===== src/rtl/decode_stage.sv =====
// Pipelined instruction decode stage: decodes a 32-bit instruction into execute
// controls behind a valid/ready handshake, with a one-entry skid buffer behind the output register.
module decode_stage #(
  parameter int unsigned XLEN           = 64,
  parameter bit          ENABLE_IMM_ALU = 1'b0,
  parameter int unsigned CNT_W          = 8
) (
  input  logic             clk,
  input  logic             rst,
  input  logic             in_valid,
  output logic             in_ready,
  input  logic [31:0]      instr_in,
  input  logic [XLEN-1:0]  pc_in,
  input  logic             flush,
  output logic             out_valid,
  input  logic             out_ready,
  output logic             alu_src_mux,
  output logic             mem_read,
  output logic             mem_write,
  output logic             reg_write,
  output logic             branch_ctrl,
  output logic [2:0]       alu_op,
  output logic             reg_src_mux,
  output logic [4:0]       rs1,
  output logic [4:0]       rs2,
  output logic [4:0]       rd,
  output logic [XLEN-1:0]  imm,
  output logic [XLEN-1:0]  pc_out,
  output logic             illegal,
  output logic [CNT_W-1:0] illegal_count
);

  localparam logic [6:0] OPC_LD   = 7'b0000011;
  localparam logic [6:0] OPC_SD   = 7'b0100011;
  localparam logic [6:0] OPC_R    = 7'b0110011;
  localparam logic [6:0] OPC_BEQ  = 7'b1100011;
  localparam logic [6:0] OPC_IALU = 7'b0010011;

  localparam logic [2:0] ALU_ADD = 3'b111;
  localparam logic [2:0] ALU_SUB = 3'b000;
  localparam logic [2:0] ALU_AND = 3'b001;
  localparam logic [2:0] ALU_OR  = 3'b011;

  localparam logic [6:0] F7_BASE = 7'b0000000;
  localparam logic [6:0] F7_SUB  = 7'b0100000;

  typedef struct packed {
    logic            alu_src;
    logic            mem_read;
    logic            mem_write;
    logic            reg_write;
    logic            branch;
    logic [2:0]      alu_op;
    logic            reg_src;
    logic [4:0]      rs1;
    logic [4:0]      rs2;
    logic [4:0]      rd;
    logic [XLEN-1:0] imm;
    logic [XLEN-1:0] pc;
    logic            illegal;
  } payload_t;

  payload_t         dec_c;
  payload_t         out_q, out_d;
  payload_t         skid_q, skid_d;
  logic             out_valid_q, out_valid_d;
  logic             skid_valid_q, skid_valid_d;
  logic [CNT_W-1:0] cnt_q, cnt_d;
  logic             accept_c;
  logic             advance_c;

  logic [6:0]      opcode_c;
  logic [2:0]      funct3_c;
  logic [6:0]      funct7_c;
  logic [XLEN-1:0] imm_i_c;
  logic [XLEN-1:0] imm_s_c;
  logic [XLEN-1:0] imm_b_c;

  assign opcode_c = instr_in[6:0];
  assign funct3_c = instr_in[14:12];
  assign funct7_c = instr_in[31:25];

  assign imm_i_c = {{(XLEN-12){instr_in[31]}}, instr_in[31:20]};
  assign imm_s_c = {{(XLEN-12){instr_in[31]}}, instr_in[31:25], instr_in[11:7]};
  assign imm_b_c = {{(XLEN-13){instr_in[31]}}, instr_in[31], instr_in[7],
                    instr_in[30:25], instr_in[11:8], 1'b0};

  // Instruction decode; anything not matched falls through as illegal.
  always_comb begin
    dec_c         = '0;
    dec_c.alu_op  = ALU_AND;
    dec_c.reg_src = 1'b1;
    dec_c.illegal = 1'b1;
    dec_c.rs1     = instr_in[19:15];
    dec_c.rs2     = instr_in[24:20];
    dec_c.rd      = instr_in[11:7];
    dec_c.pc      = pc_in;
    case (opcode_c)
      OPC_LD: if (funct3_c == 3'b011) begin
        dec_c.illegal   = 1'b0;
        dec_c.alu_src   = 1'b1;
        dec_c.mem_read  = 1'b1;
        dec_c.alu_op    = ALU_ADD;
        dec_c.reg_write = 1'b1;
        dec_c.reg_src   = 1'b0;
        dec_c.imm       = imm_i_c;
      end
      OPC_SD: if (funct3_c == 3'b011) begin
        dec_c.illegal   = 1'b0;
        dec_c.alu_src   = 1'b1;
        dec_c.mem_write = 1'b1;
        dec_c.alu_op    = ALU_ADD;
        dec_c.imm       = imm_s_c;
      end
      OPC_R: begin
        dec_c.illegal   = 1'b0;
        dec_c.reg_write = 1'b1;
        if (funct3_c == 3'b000 && funct7_c == F7_BASE)      dec_c.alu_op = ALU_ADD;
        else if (funct3_c == 3'b000 && funct7_c == F7_SUB)  dec_c.alu_op = ALU_SUB;
        else if (funct3_c == 3'b111 && funct7_c == F7_BASE) dec_c.alu_op = ALU_AND;
        else if (funct3_c == 3'b110 && funct7_c == F7_BASE) dec_c.alu_op = ALU_OR;
        else begin
          dec_c.illegal   = 1'b1;
          dec_c.reg_write = 1'b0;
        end
      end
      OPC_BEQ: if (funct3_c == 3'b000) begin
        dec_c.illegal = 1'b0;
        dec_c.alu_op  = ALU_SUB;
        dec_c.branch  = 1'b1;
        dec_c.reg_src = 1'b0;
        dec_c.imm     = imm_b_c;
      end
      OPC_IALU: if (ENABLE_IMM_ALU && (funct3_c == 3'b000 || funct3_c == 3'b111 ||
                                       funct3_c == 3'b110)) begin
        dec_c.illegal   = 1'b0;
        dec_c.alu_src   = 1'b1;
        dec_c.reg_write = 1'b1;
        dec_c.imm       = imm_i_c;
        case (funct3_c)
          3'b000:  dec_c.alu_op = ALU_ADD;
          3'b111:  dec_c.alu_op = ALU_AND;
          default: dec_c.alu_op = ALU_OR;
        endcase
      end
      default: ;
    endcase
  end

  // The skid entry is only ever filled while the output holds; it always drains first.
  always_comb begin
    out_d        = out_q;
    out_valid_d  = out_valid_q;
    skid_d       = skid_q;
    skid_valid_d = skid_valid_q;
    cnt_d        = cnt_q;
    accept_c     = in_valid && !skid_valid_q;
    advance_c    = !out_valid_q || out_ready;
    if (flush) begin
      out_valid_d  = 1'b0;
      skid_valid_d = 1'b0;
    end else begin
      if (advance_c) begin
        if (skid_valid_q) begin
          out_d        = skid_q;
          out_valid_d  = 1'b1;
          skid_valid_d = 1'b0;
        end else begin
          out_valid_d = accept_c;
          if (accept_c) out_d = dec_c;
        end
      end else if (accept_c) begin
        skid_d       = dec_c;
        skid_valid_d = 1'b1;
      end
      if (accept_c && dec_c.illegal && cnt_q != '1) cnt_d = cnt_q + CNT_W'(1);
    end
  end

  always_ff @(posedge clk) begin
    if (rst) begin
      out_q         <= '0;
      out_q.alu_op  <= ALU_AND;
      out_q.reg_src <= 1'b1;
      skid_q        <= '0;
      out_valid_q   <= 1'b0;
      skid_valid_q  <= 1'b0;
      cnt_q         <= '0;
    end else begin
      out_q        <= out_d;
      skid_q       <= skid_d;
      out_valid_q  <= out_valid_d;
      skid_valid_q <= skid_valid_d;
      cnt_q        <= cnt_d;
    end
  end

  assign in_ready      = !skid_valid_q;
  assign out_valid     = out_valid_q;
  assign alu_src_mux   = out_q.alu_src;
  assign mem_read      = out_q.mem_read;
  assign mem_write     = out_q.mem_write;
  assign reg_write     = out_q.reg_write;
  assign branch_ctrl   = out_q.branch;
  assign alu_op        = out_q.alu_op;
  assign reg_src_mux   = out_q.reg_src;
  assign rs1           = out_q.rs1;
  assign rs2           = out_q.rs2;
  assign rd            = out_q.rd;
  assign imm           = out_q.imm;
  assign pc_out        = out_q.pc;
  assign illegal       = out_q.illegal;
  assign illegal_count = cnt_q;

endmodule


===== config.mk =====
export PLATFORM = sky130hd
export DESIGN_NAME = decode_stage
export DESIGN_NICKNAME = d
export VERILOG_FILES = /design/src/rtl/decode_stage.sv
export SDC_FILE = /design/constraint.sdc
export NUM_CORES = 1
export LEC_CHECK = 0
export ABC_AREA = 0
export BUFFER_PORTS_ARGS = -buffer_cell sky130_fd_sc_hd__buf_2
export CORE_ASPECT_RATIO = 0.5
export CORE_MARGIN = 1.5
export CORE_UTILIZATION = 25
export CTS_CLUSTER_DIAMETER = 60
export DETAILED_ROUTE_END_ITERATION = 16
export GPL_TIMING_DRIVEN = 0
export PLACE_DENSITY = 0.53
export SYNTH_ARGS = -nofsm -noshare
export SYNTH_HDL_FRONTEND = slang
export SYNTH_SLANG_ARGS = --single-unit

===== constraint.sdc =====
create_clock -name clk -period 2.05 [get_ports clk]
set_input_delay 0.3075 -clock clk [delete_from_list [all_inputs] [get_ports clk]]
set_output_delay 0.3075 -clock clk [all_outputs]
set_load 0.02 [all_outputs]

==> Word-level counts from Yosys, hierarchy flattened <==
Cells that the tools add are included.
{ "op_classes": {"bitwise": 2, "n_mux": 34, "addsub": 1, "eq_ne": 9, "n_reduce_logical": 19} }
{ "ops": {"columns": ["op", "n"], "rows": [
  ["$mux W153", 2],
  ["$mux W64", 3],
  ["$pmux W64 S3", 1],
  ["$eq A7 B6 Y1 const B", 3],
  ["$mux W1", 15],
  ["$pmux W3 S4", 1],
  ["$add A8 B1 Y8 const B", 1],
  ["$mux W2", 4],
  ["$ne A8 B8 Y1 const B", 1],
  ["$eq A7 B2 Y1 const B", 1],
  ["$eq A7 B7 Y1 const B", 1],
  ["$logic_and A1 B1 Y1", 7],
  ["$logic_not A7 Y1", 1],
  ["$eq A3 B3 Y1 const B", 2],
  ["$mux W3", 2],
  ["$pmux W1 S2", 3],
  ["$reduce_and A3 Y1", 2],
  ["$mux W5", 1],
  ["$mux W4", 1],
  ["$reduce_or A2 Y1", 2],
  ["$eq A3 B2 Y1 const B", 1],
  ["$logic_not A3 Y1", 1],
  ["$pmux W1 S3", 1],
  ["$reduce_or A3 Y1", 1],
  ["5 further kinds", 7]
]} }
{ "word_totals": {"regBits": 316, "output_inout_bits": 163, "word_cells": 94, "inputBits": 101} }

==> Depth between registers and ports, before layout <==
Gate-level depths: netlist of run 1.
{ "logic_depth": {"word_depth": 10, "ltp_mapped": 7} }

==> Least setup slack after synthesis of run 1 <==
No wires, ideal clock.
{ "synth_path": {"path_kind": "reg-to-reg", "startpoint": "reg cnt_q[0] (netlist: illegal_count[0])", "endpoint": "reg cnt_q[5] (netlist: illegal_count[5])", "required_ps": 1929, "path_buffers": 1, "path_stages_with_launch": 7, "slack_ps": 189, "setup_ps": 121, "arrival_ps": 1740, "cell_sequence": "dfxtp_1 ha_1 and2_1 and3_1 buf_2 nor4_1 mux2_4"} }
{ "synth_between": {"elab_chain_cells": 3} }
{ "synth_rtl": {"columns": ["item", "line_no", "text"], "rows": [
  ["from (decl)", "68", "logic [CNT_W-1:0] cnt_q, cnt_d;"],
  ["from (signal assigned)", "194", "cnt_q <= cnt_d;"],
  ["parallel branches: the longest is 3 deep, another holds $add A8 B1 Y8", null, null]
]} }
Parallel ways; which one is timed is not known.
A chain may end at the register's enable or synchronous reset.

==> Final worst setup path of run 1 <==
{ "layout_path": {"startpoint": "reg skid_valid_q", "endpoint": "reg out_q, in the netlist imm[1]"} }
{ "layout_between": {"elab_chain_cells": 4} }
{ "layout_rtl": {"columns": ["item", "line_no", "text"], "rows": [
  ["from (decl)", "67", "logic skid_valid_q, skid_valid_d;"],
  ["from (signal assigned)", "193", "skid_valid_q <= skid_valid_d;"],
  ["$logic_not A1 Y1", "157", "accept_c = in_valid && !skid_valid_q;"],
  ["$logic_and A1 B1 Y1", "157", null],
  ["$reduce_bool A2 Y1 (no source line)", null, null],
  ["$reduce_and A3 Y1 (no source line)", null, null],
  ["to (signal assigned)", "190", "out_q <= out_d;"],
  ["to (decl)", "64", "payload_t out_q, out_d;"]
]} }
Several ways; a longest one is shown, not always the timed one.

==> flow_summary_export.csv, run 1 <==
group,metric,value,unit
synth,synth_simple_gate_area_share,17.8,%
route,wirelength,29300,um
route,viasPerCell,4.54,
die,rows,49,
route,final_antenna_net_count,0,
worst_setup_path,worst_ep_required_time,2420,ps
placed_design,placed_cells,1804,
timing,setup_viol,0,
worst_setup_path,crit_type,"reg2reg",
cts,htree_levels,1,
run_status,status,"complete, no violations",
timing,slew_violations,0,
worst_setup_path,max_stage_delay,380,ps
synth,synth_edf_count,0,
synth,ys_types,54,
finish,layout.nets,1447,
worst_setup_path,path_max_fanout,10,
synth,synth_most_common_cell,"dfxtp_1",
timing,whs,43.6,ps
finish,final_cell_area,11900,um^2
cts,clk_pin_slew_worst_paths,60,ps
synth,synth_top_area_cell,"dfxtp_1",
worst_setup_path,critPathSlowestCell,"dfxtp_1",
synth,synthMuxAreaShare,8.97,%
power_and_ir_drop,p_per_area,830,nW/um^2
timing,fin_crit_sh,96.1,%
synth,synth_compound_area_share,17.5,%
die,die_x,273,um
finish,area_growth,30.9,%
die,dieArea,37600,um^2
cts,cts_buffers,24,
worst_setup_path,worst-path-buf-inv,2,
placed_design,gp_congestion,0.874,
synth,synth_seq_cells,214,
synth,synth_area,9090,um^2
worst_setup_path,crit_arrival,2340,ps
cts,cts_hold_buf,0,
worst_setup_path,r2r_end,"imm[1]",
route,wire_per_inst,15.8,um
timing,period_needed,1970,ps
die,coreArea,35900,um^2
timing,finClkSkew,11.2,ps
worst_setup_path,reg2regPathDepth,6,
finish,fin_cells,1852,
power_and_ir_drop,power.leakage,4.72,nW
min_path,hold_end,"skid_q[60]",
synth,synth_fa_ha_area_share,0.138,%
timing,worst_slew_pin_slew,836,ps
grt,grt_pass1_vias,7819,
synth,ys.flop_type,"dfxtp_1",
worst_setup_path,reg2reg_slack,80,ps
min_path,hp-class,"in2reg",
synth,synthCells,1060,
grt,grtUsageTotal,14.7,%
cts,tritoncts,"built",
job,max_cap_violations,0,
synth,synth_commonest_cells,"214 x dfxtp_1, 181 x nand2_1, 119 x nor2_1",
cts,cts_buffer_depth,3,
synth,yosysWarnings,0,
worst_setup_path,cpLargestDelayFamily,"simple AND/OR/NAND/NOR gates",
placed_design,dpl_cell_area,11000,um^2
route,dr.pass1.iters,6,
timing,finalHoldViolations,0,
min_path,worstHoldStart,"pc_in[59]",
die,die_h,138,um
power_and_ir_drop,ir_drop,0.435,mV
grt,grt-ovfl-total,0,
grt,grt_pass1_wl,43600,um
synth,seq_area_frac_synth,47.1,%
min_path,whs_path_depth,3,
placed_design,port_buffers,260,
synth,synth_top_area_share,47.1,%
synth,syn_nets,1162,
timing,fmax,0.508,GHz
worst_setup_path,path_cells,"clkbuf_4, nor2_1, or3_1, clkbuf_2, a221oi_1, nor3_1",
grt,grt_antenna_before_repair,11,
cts,cts_root_buf,"clkbuf_16",
synth,synth.area.top_cells,"dfxtp_1 47%, mux2i_1 8.8%, nand2_1 7.5%",
cts,clk_latency,510,ps
worst_setup_path,critPathCaptureType,"flip-flop",
route,num_vias,8410,
synth,async_reset_ff_share,0,%
synth,synth_top_family_by_area,"simple AND/OR/NAND/NOR gates",
route,dr.first_iter.drc_count,407,
synth,syn_area_per_cell,8.58,um^2
cts,cts_sinks,214,
timing,tns,0,ps
worst_setup_path,timing.rr.start,"skid_valid_q",
grt,grt_max_degree,54,
die,initial_core_util,25.4,%
finish,final_layout_size_suffix_gt1_share,29.9,%
worst_setup_path,start_kind,"flip-flop",
route,drc_errors,0,
die,io_pins,264,
synth,synthXorXnorAreaFrac,0.0963,%
timing,slew_headroom,44.0,%
placed_design,dpl.hpwl,21800,um
-- flip-flops by register name, indices dropped and copies added, names as in the netlist --
name,flops
alu_op,3
out_valid,1
illegal,1
rs1,5
illegal_count,8
branch_ctrl,1
pc_out,64
skid_valid_q,1
skid_q,102
imm,13
reg_src_mux,1
rd,5
rs2,5
mem_write,1
reg_write,1
mem_read,1
alu_src_mux,1
-- power by group --
group / internal [mW] / switching [mW] / total [mW]
combinational: 0.463 / 0.768 / 1.23
clock: 2.54 / 1.70 / 4.24
sequential: 4.31 / 0.0909 / 4.40
-- logic make-up (layout without fill, tap and decap cells) --
group           after synthesis  in the layout
flops                       214            214
mux                          81             81
simple gates                379            379
compound gates              244            244
xor+xnor                      1              1
buf+inv                     140            439
fa+ha+maj                     1              1
other cells                   0              9
-- metal layers --
metal,track usage [%],vias to the layer above,routed length (um)
li1,-,4241,-
met1,17.1,3958,12300
met2,27.3,154,15000
met3,2.09,53,954
met4,5.77,4,955
met5,0,-,27
-- through the flow --
stage               util (%)  total power [mW]  worst slack, ps
CTS                     33.0              9.97            0.169
finish                  33.2              9.88             81.0
floorplan                  -              5.22              189
global placement        30.7              5.72             -540
detailed placement      30.7              5.72             -550
global route            33.2              10.3            -15.7
-- final cells by class --
class,count,area (um^2)
flip-flops and latches,214,4290
fillers,3833,24000
inverters,4,15.0
multi-input cells,706,4110
repair buffers,260,1300
clock inverters,7,62.6
clock buffers,33,716
diodes,9,22.5
plain buffers,135,781
well taps,484,606
-- worst max-delay path by stage --
stage	end	slack (ps)	cells after the start	start
floorplan	illegal_count[5]	190	6	illegal_count[0]
global placement	alu_op[2]	-540	7	skid_valid_q
detailed placement	alu_op[2]	-550	7	skid_valid_q
CTS	imm[7]	0.2	5	skid_valid_q
global route	illegal	-20	7	skid_valid_q
finish	imm[1]	80	6	skid_valid_q
-- layout by cell type (no fill, tap or decap), drive strengths merged, types with 2 or more instances in the layout --
cell type / synthesis / final
dfxtp: 214 / 214
or4: 3 / 3
nand2b: 3 / 3
o221ai: 2 / 2
o21a: 2 / 2
o21ai: 10 / 10
a22o: 4 / 4
nor2b: 2 / 2
a221oi: 11 / 11
nand4bb: 3 / 3
buf: 77 / 333
o211ai: 2 / 2
nor4b: 2 / 2
a21oi: 108 / 108
o31a: 2 / 2
nor4: 4 / 4
mux2i: 80 / 80
clkbuf: 59 / 95
a211oi: 86 / 86
a22oi: 4 / 4
nor2: 120 / 120
nand2: 181 / 181
or3: 4 / 4
a31oi: 2 / 2
nand3: 15 / 15
and2: 4 / 4
a32oi: 2 / 2
and3: 2 / 2
and4bb: 2 / 2
o311ai: 2 / 2
o31ai: 3 / 3
nand3b: 2 / 2
nor3: 27 / 27
diode: 0 / 9
inv: 3 / 3
clkinv: 1 / 6
-- timing repair --
item                       in CTS  in global routing
setup endpoints to repair     256                133
resized for setup              20                 21
setup buffers                   0                  0
-- worst register-to-register path, cell delays in order, from the launching register on --
cell,delay (ps)
dfxtp_1,380
clkbuf_4,270
nor2_1,150
or3_1,370
clkbuf_2,230
a221oi_1,340
nor3_1,90
No activity file was read; power rests on OpenSTA's default activity.
==> run 2, diff against run 1 <==
--- a/config.mk
+++ b/config.mk
@@ -12,8 +12,9 @@
 export CORE_UTILIZATION = 25
 export CTS_CLUSTER_DIAMETER = 60
 export DETAILED_ROUTE_END_ITERATION = 16
+export GPL_ROUTABILITY_DRIVEN = 0
 export GPL_TIMING_DRIVEN = 0
-export PLACE_DENSITY = 0.53
+export PLACE_DENSITY = 0.54
 export SYNTH_ARGS = -nofsm -noshare
 export SYNTH_HDL_FRONTEND = slang
 export SYNTH_SLANG_ARGS = --single-unit
==> constraint.sdc (replaced) <==
create_clock -name clk -period 2.05 [get_ports clk]
set_input_delay 0.1025 -clock clk [delete_from_list [all_inputs] [get_ports clk]]
set_output_delay 0.1025 -clock clk [all_outputs]
set_load 0.02 [all_outputs]
==> flow_summary_export.csv, run 2 (synthesis gave the netlist of run 1 again) <==
group,metric,value,unit
die,die_x,273,um
grt,grt_pass1_vias,8216,
finish,final_cell_area,12700,um^2
cts,cts_buffer_depth,3,
placed_design,dpl.hpwl,22200,um
route,drc_errors,0,
grt,grt_antenna_before_repair,1,
power_and_ir_drop,ir_drop,0.401,mV
route,dr.pass1.iters,4,
timing,slew_violations,0,
timing,fin_ws,90.2,ps
placed_design,dpl_cell_area,11000,um^2
route,wl_met3,668,um
worst_setup_path,critPathCaptureType,"flip-flop",
cts,cts_root_buf,"clkbuf_16",
timing,finalHoldViolations,0,
die,dieArea,37600,um^2
route,final_antenna_net_count,0,
timing,period_needed,1960,ps
worst_setup_path,crit_type,"reg2reg",
die,rows,49,
finish,mostFrequentLayoutCell,"buf_2",
route,highest_layer,"met4",
cts,cts_buffers,24,
finish,final_layout_size_suffix_gt1_share,27.8,%
worst_setup_path,cpLargestDelayFamily,"buffers and inverters",
finish,area_growth,39.6,%
finish,layout.nets,1536,
timing,rsz0062_at_grt,"false",
job,max_cap_violations,0,
grt,grt_max_degree,54,
route,dr.first_iter.drc_count,344,
finish,top_register,"skid_q",
power_and_ir_drop,power.leakage,5.07,nW
cts,clk_pin_slew_worst_paths,60,ps
grt,grtUsageTotal,15.4,%
worst_setup_path,critPathSlowestCell,"dfxtp_1",
grt,grt_pass1_wl,45800,um
run_status,status,"complete, no violations",
worst_setup_path,start_kind,"flip-flop",
timing,slew_headroom,41.2,%
route,dr_wl_met2,15400,um
cts,tritoncts,"built",
timing,finClkSkew,6.77,ps
power_and_ir_drop,p_per_area,774,nW/um^2
timing,fin_crit_sh,95.6,%
min_path,hp-class,"in2reg",
worst_setup_path,crit_arrival,2330,ps
timing,fmax,0.510,GHz
finish,nFillCells,3731,
finish,multi_input_comb_area,4090,um^2
cts,htree_levels,1,
worst_setup_path,path_cells,"clkbuf_4, nor2_1, nor3_2, buf_2, clkbuf_2, a211oi_1",
grt,grt-ovfl-total,0,
route,wire_per_inst,15.9,um
placed_design,dp_slack,-502,ps
worst_setup_path,path_max_fanout,10,
finish,mostFrequentLayoutCells,"282 x buf_2, 213 x dfxtp_1, 180 x nand2_1",
finish,seqCellArea,4290,um^2
cts,cts_sinks,214,
timing,worst_slew_pin_slew,883,ps
worst_setup_path,max_stage_delay,370,ps
route,wl_met1,13500,um
route,wirelength,30700,um
finish,largest_reg_flops,102,
timing,setup_viol,0,
route,viasPerCell,4.51,
cts,clk_latency,510,ps
worst_setup_path,worst-path-buf-inv,3,
worst_setup_path,worst_ep_required_time,2420,ps
die,coreArea,35900,um^2
die,die_h,138,um
die,initial_core_util,25.4,%
cts,postCtsSetupBuffers,0,
route,num_vias,8717,
placed_design,port_buffers,260,
die,io_pins,264,
-- run 2: cell types whose count changed in the layout (fill, tap and decap cells not counted), moves of 2 or more --
cell           previous run  this run
dlygate4sd3_1             0        89
clkbuf_4                  5         2
clkbuf_1                 46        48
diode_2                   9         1
clkbuf_8                  7         4
clkbuf_2                 12        14
buf_2                   279       282
-- run 2: worst min-delay path, stage by stage --
cell      delay [ps]
buf_2             90
nor2_1            70
a211oi_1         260
-- run 2: metrics by stage --
| stage | total power, mW | hold slack [ps] | utilization [%] | TNS (ps) | cells |
|---|---|---|---|---|---|
| after CTS | 9.92 | 43.2 | 35.3 | 0 | 1934 |
| after global placement | 5.73 | 337 | 30.7 | -66050 | 1804 |
| after detailed placement | 5.73 | 333 | 30.7 | -71860 | 1804 |
| final | 9.82 | 81.3 | 35.4 | 0 | 1934 |
| after global routing | 10.2 | 78.4 | 35.4 | 0 | 1934 |
| after floorplan | 5.22 | 181 | - | 0 | 1060 |
-- run 2: routing by layer --
layer	up-vias	GRT usage (%)
met1	4140	19.4
met4	0	6.08
met2	118	27.3
met5	-	0
li1	4407	-
met3	52	1.75
-- run 2: final timing paths --
check | end | depth (start not counted) | slack, ps | start
max | pc_out[44] | 6 | 90 | skid_valid_q
min | out_valid | 3 | 80 | in_valid
max reg2reg | pc_out[44] | 6 | 90 | skid_valid_q
min reg2reg | skid_q[62] | 2 | 450 | skid_q[62]
-- run 2: cell type report --
cell class              count  area share (%)
flip-flops and latches    214            33.8
multi-input cells         706            32.2
repair buffers            349            17.3
plain buffers             135            6.11
clock buffers              34            5.43
well taps                 484            4.77
clock inverters             7           0.306
inverters                   4           0.118
diodes                      1          0.0197
-- run 2: repair_timing --
action | 4_1_cts | 5_1_grt
gates cloned | 0 | 0
hold endpoints to repair | 163 | 0
hold buffers | 89 | 0
setup endpoints to repair | 205 | 102
pin swaps | 0 | 0
resized for setup | 21 | 13
-- run 2: where the power goes --
part / internal [mW] / switching [mW]
registers: 4.31 / 0.0938
clock network: 2.33 / 1.71
logic: 0.572 / 0.805
total: 7.22 / 2.61
==> run 3, diff against run 2 <==
--- a/config.mk
+++ b/config.mk
@@ -7,6 +7,8 @@
 export LEC_CHECK = 0
 export ABC_AREA = 0
 export BUFFER_PORTS_ARGS = -buffer_cell sky130_fd_sc_hd__buf_2
+export CELL_PAD_IN_SITES_DETAIL_PLACEMENT = 1
+export CELL_PAD_IN_SITES_GLOBAL_PLACEMENT = 1
 export CORE_ASPECT_RATIO = 0.5
 export CORE_MARGIN = 1.5
 export CORE_UTILIZATION = 25
@@ -14,7 +16,8 @@
 export DETAILED_ROUTE_END_ITERATION = 16
 export GPL_ROUTABILITY_DRIVEN = 0
 export GPL_TIMING_DRIVEN = 0
-export PLACE_DENSITY = 0.54
+export PLACE_DENSITY = 0.66
+export SLEW_MARGIN = 20
 export SYNTH_ARGS = -nofsm -noshare
 export SYNTH_HDL_FRONTEND = slang
 export SYNTH_SLANG_ARGS = --single-unit
==> flow_summary_export.csv, run 3 (synthesis gave the netlist of run 1 again) <==
group,metric,value,unit
grt,grt_max_degree,44,
job,max_cap_violations,0,
route,viasPerCell,4.74,
finish,area_growth,42.0,%
cts,clk_pin_slew_worst_paths,60,ps
finish,largest_reg_flops,102,
route,final_antenna_net_count,0,
timing,whs,16.6,ps
worst_setup_path,path_cells,"dlygate4sd3_1, buf_2, nor4b_2, nand4_1, buf_4, nor4_2, o221ai_1, a21oi_1",
finish,final_cell_area,12900,um^2
die,dieArea,37600,um^2
route,dr.first_iter.drc_count,321,
placed_design,port_buffers,260,
die,rows,49,
cts,cts_buffers,24,
finish,mostFrequentLayoutCells,"278 x buf_2, 213 x dfxtp_1, 180 x nand2_1",
cts,tritoncts,"built",
finish,final_core_util,36.0,%
grt,use_met1,19.3,%
worst_setup_path,critPathCaptureType,"flip-flop",
cts,cts_root_buf,"clkbuf_16",
worst_setup_path,path_max_fanout,4,
worst_setup_path,start_kind,"input pin",
timing,setup_viol,0,
finish,top_register,"skid_q",
route,dr.pass1.iters,4,
finish,final_layout_size_suffix_gt1_share,28.6,%
grt,grt_antenna_before_repair,3,
finish,fin_cells,1944,
power_and_ir_drop,p_per_area,815,nW/um^2
timing,worst_slew_pin_slew,1020,ps
timing,finClkSkew,14.2,ps
finish,mostFrequentLayoutCell,"buf_2",
timing,finalHoldViolations,0,
grt,grt_pass1_vias,9451,
cts,clk_latency,530,ps
grt,top_usage_layer,"met2",
route,wirelength,33900,um
grt,grt-ovfl-total,0,
grt,grt_pass1_wl,51000,um
placed_design,dp_slack,-636,ps
timing,fin_crit_sh,98.9,%
die,coreArea,35900,um^2
cts,htree_levels,1,
finish,seqCellArea,4290,um^2
placed_design,dpl.hpwl,24600,um
die,io_pins,264,
run_status,status,"complete, no violations",
worst_setup_path,crit_arrival,2470,ps
route,drc_errors,0,
worst_setup_path,cpLargestDelayFamily,"simple AND/OR/NAND/NOR gates",
die,die_h,138,um
route,num_vias,9206,
timing,tns,0,ps
die,die_x,273,um
worst_setup_path,crit_type,"in2reg",
power_and_ir_drop,power.leakage,5.16,nW
worst_setup_path,worst-path-buf-inv,3,
cts,cts_sinks,214,
min_path,hp-class,"in2reg",
timing,period_needed,2030,ps
grt,grtUsageTotal,17.0,%
timing,slew_headroom,31.7,%
power_and_ir_drop,p_total,10.5,mW
placed_design,dpl_cell_area,11000,um^2
timing,fin_ws,23.4,ps
timing,fmax,0.493,GHz
finish,multi_input_comb_area,4110,um^2
power_and_ir_drop,ir_drop,0.478,mV
route,wire_per_inst,17.4,um
die,initial_core_util,25.4,%
cts,cts_buffer_depth,3,
grt,use_met3,2.65,%
grt,grt_use_met2,31.2,%
worst_setup_path,worst_ep_required_time,2500,ps
worst_setup_path,max_stage_delay,550,ps
timing,slew_violations,0,
placed_design,placed_cells,1805,
finish,layout.nets,1543,
finish,nFillCells,4321,
worst_setup_path,critPathSlowestCell,"dlygate4sd3_1",
run 3: cell types whose count changed in the layout (fill, tap and decap cells not counted), moves of 2 or more:
cell,change
a221oi_1,+2
diode_2,+2
clkbuf_4,+2
buf_2,-4
a221oi_2,-2
clkinv_2,-4
clkbuf_2,+2
bufinv_16,+4
clkbuf_1,-2
buf_4,+5
a211oi_1,-4
clkbuf_8,+2
a211oi_2,+4
run 3: per-layer routing:
| metal | part of all wire (%) | routed length [um] | up-vias |
|---|---|---|---|
| met5 | 0.035 | 12 | - |
| met1 | 40 | 13500 | 4475 |
| met4 | 5.2 | 1740 | 2 |
| met2 | 51 | 17300 | 210 |
| met3 | 4.0 | 1340 | 100 |
| li1 | - | - | 4419 |
run 3: power breakdown:
| group | total [mW] | internal, mW | switching, mW |
|---|---|---|---|
| Clock | 4.71 | 2.91 | 1.80 |
| Sequential | 4.40 | 4.31 | 0.0867 |
| Combinational | 1.42 | 0.580 | 0.841 |
| Total | 10.5 | 7.80 | 2.73 |
run 3: worst paths after layout:
| check | startpoint | slack (ps) | to | depth (start not counted) |
|---|---|---|---|---|
| worst max-delay path | instr_in[31] | 20 | alu_op[1] | 8 |
| worst min register to register | skid_q[43] | 460 | skid_q[43] | 2 |
| worst max register to register | skid_valid_q | 90 | pc_out[39] | 6 |
| worst min-delay path | instr_in[28] | 20 | imm[8] | 3 |
run 3: timing repair:
| item | CTS | global route |
|---|---|---|
| hold buffers | 89 | 0 |
| resized for setup | 15 | 31 |
| gates cloned | 0 | 1 |
| endpoints found under the setup margin | 207 | 101 |
| pin swaps | 0 | 2 |
| buffers inserted | 0 | 4 |
| hold endpoints to repair | 165 | 0 |
run 3: cell type report:
cell class / count / share of cell area [%]
Antenna cell: 3 / 0.0581
Buffer: 136 / 6.08
Clock buffer: 34 / 5.49
Clock inverter: 8 / 1.14
Inverter: 4 / 0.116
Multi-Input combinational cell: 706 / 31.8
Sequential cell: 214 / 33.2
Tap cell: 484 / 4.69
Timing Repair Buffer: 355 / 17.4
run 3: worst register-to-register path, delay by kind of cell, from the launching register on:
kind | cells | cell delay [ps]
buffers and inverters | 3 | 940
DFF | 1 | 380
and+or+nand+nor | 2 | 340
AOI/OAI and AO/OA | 1 | 160
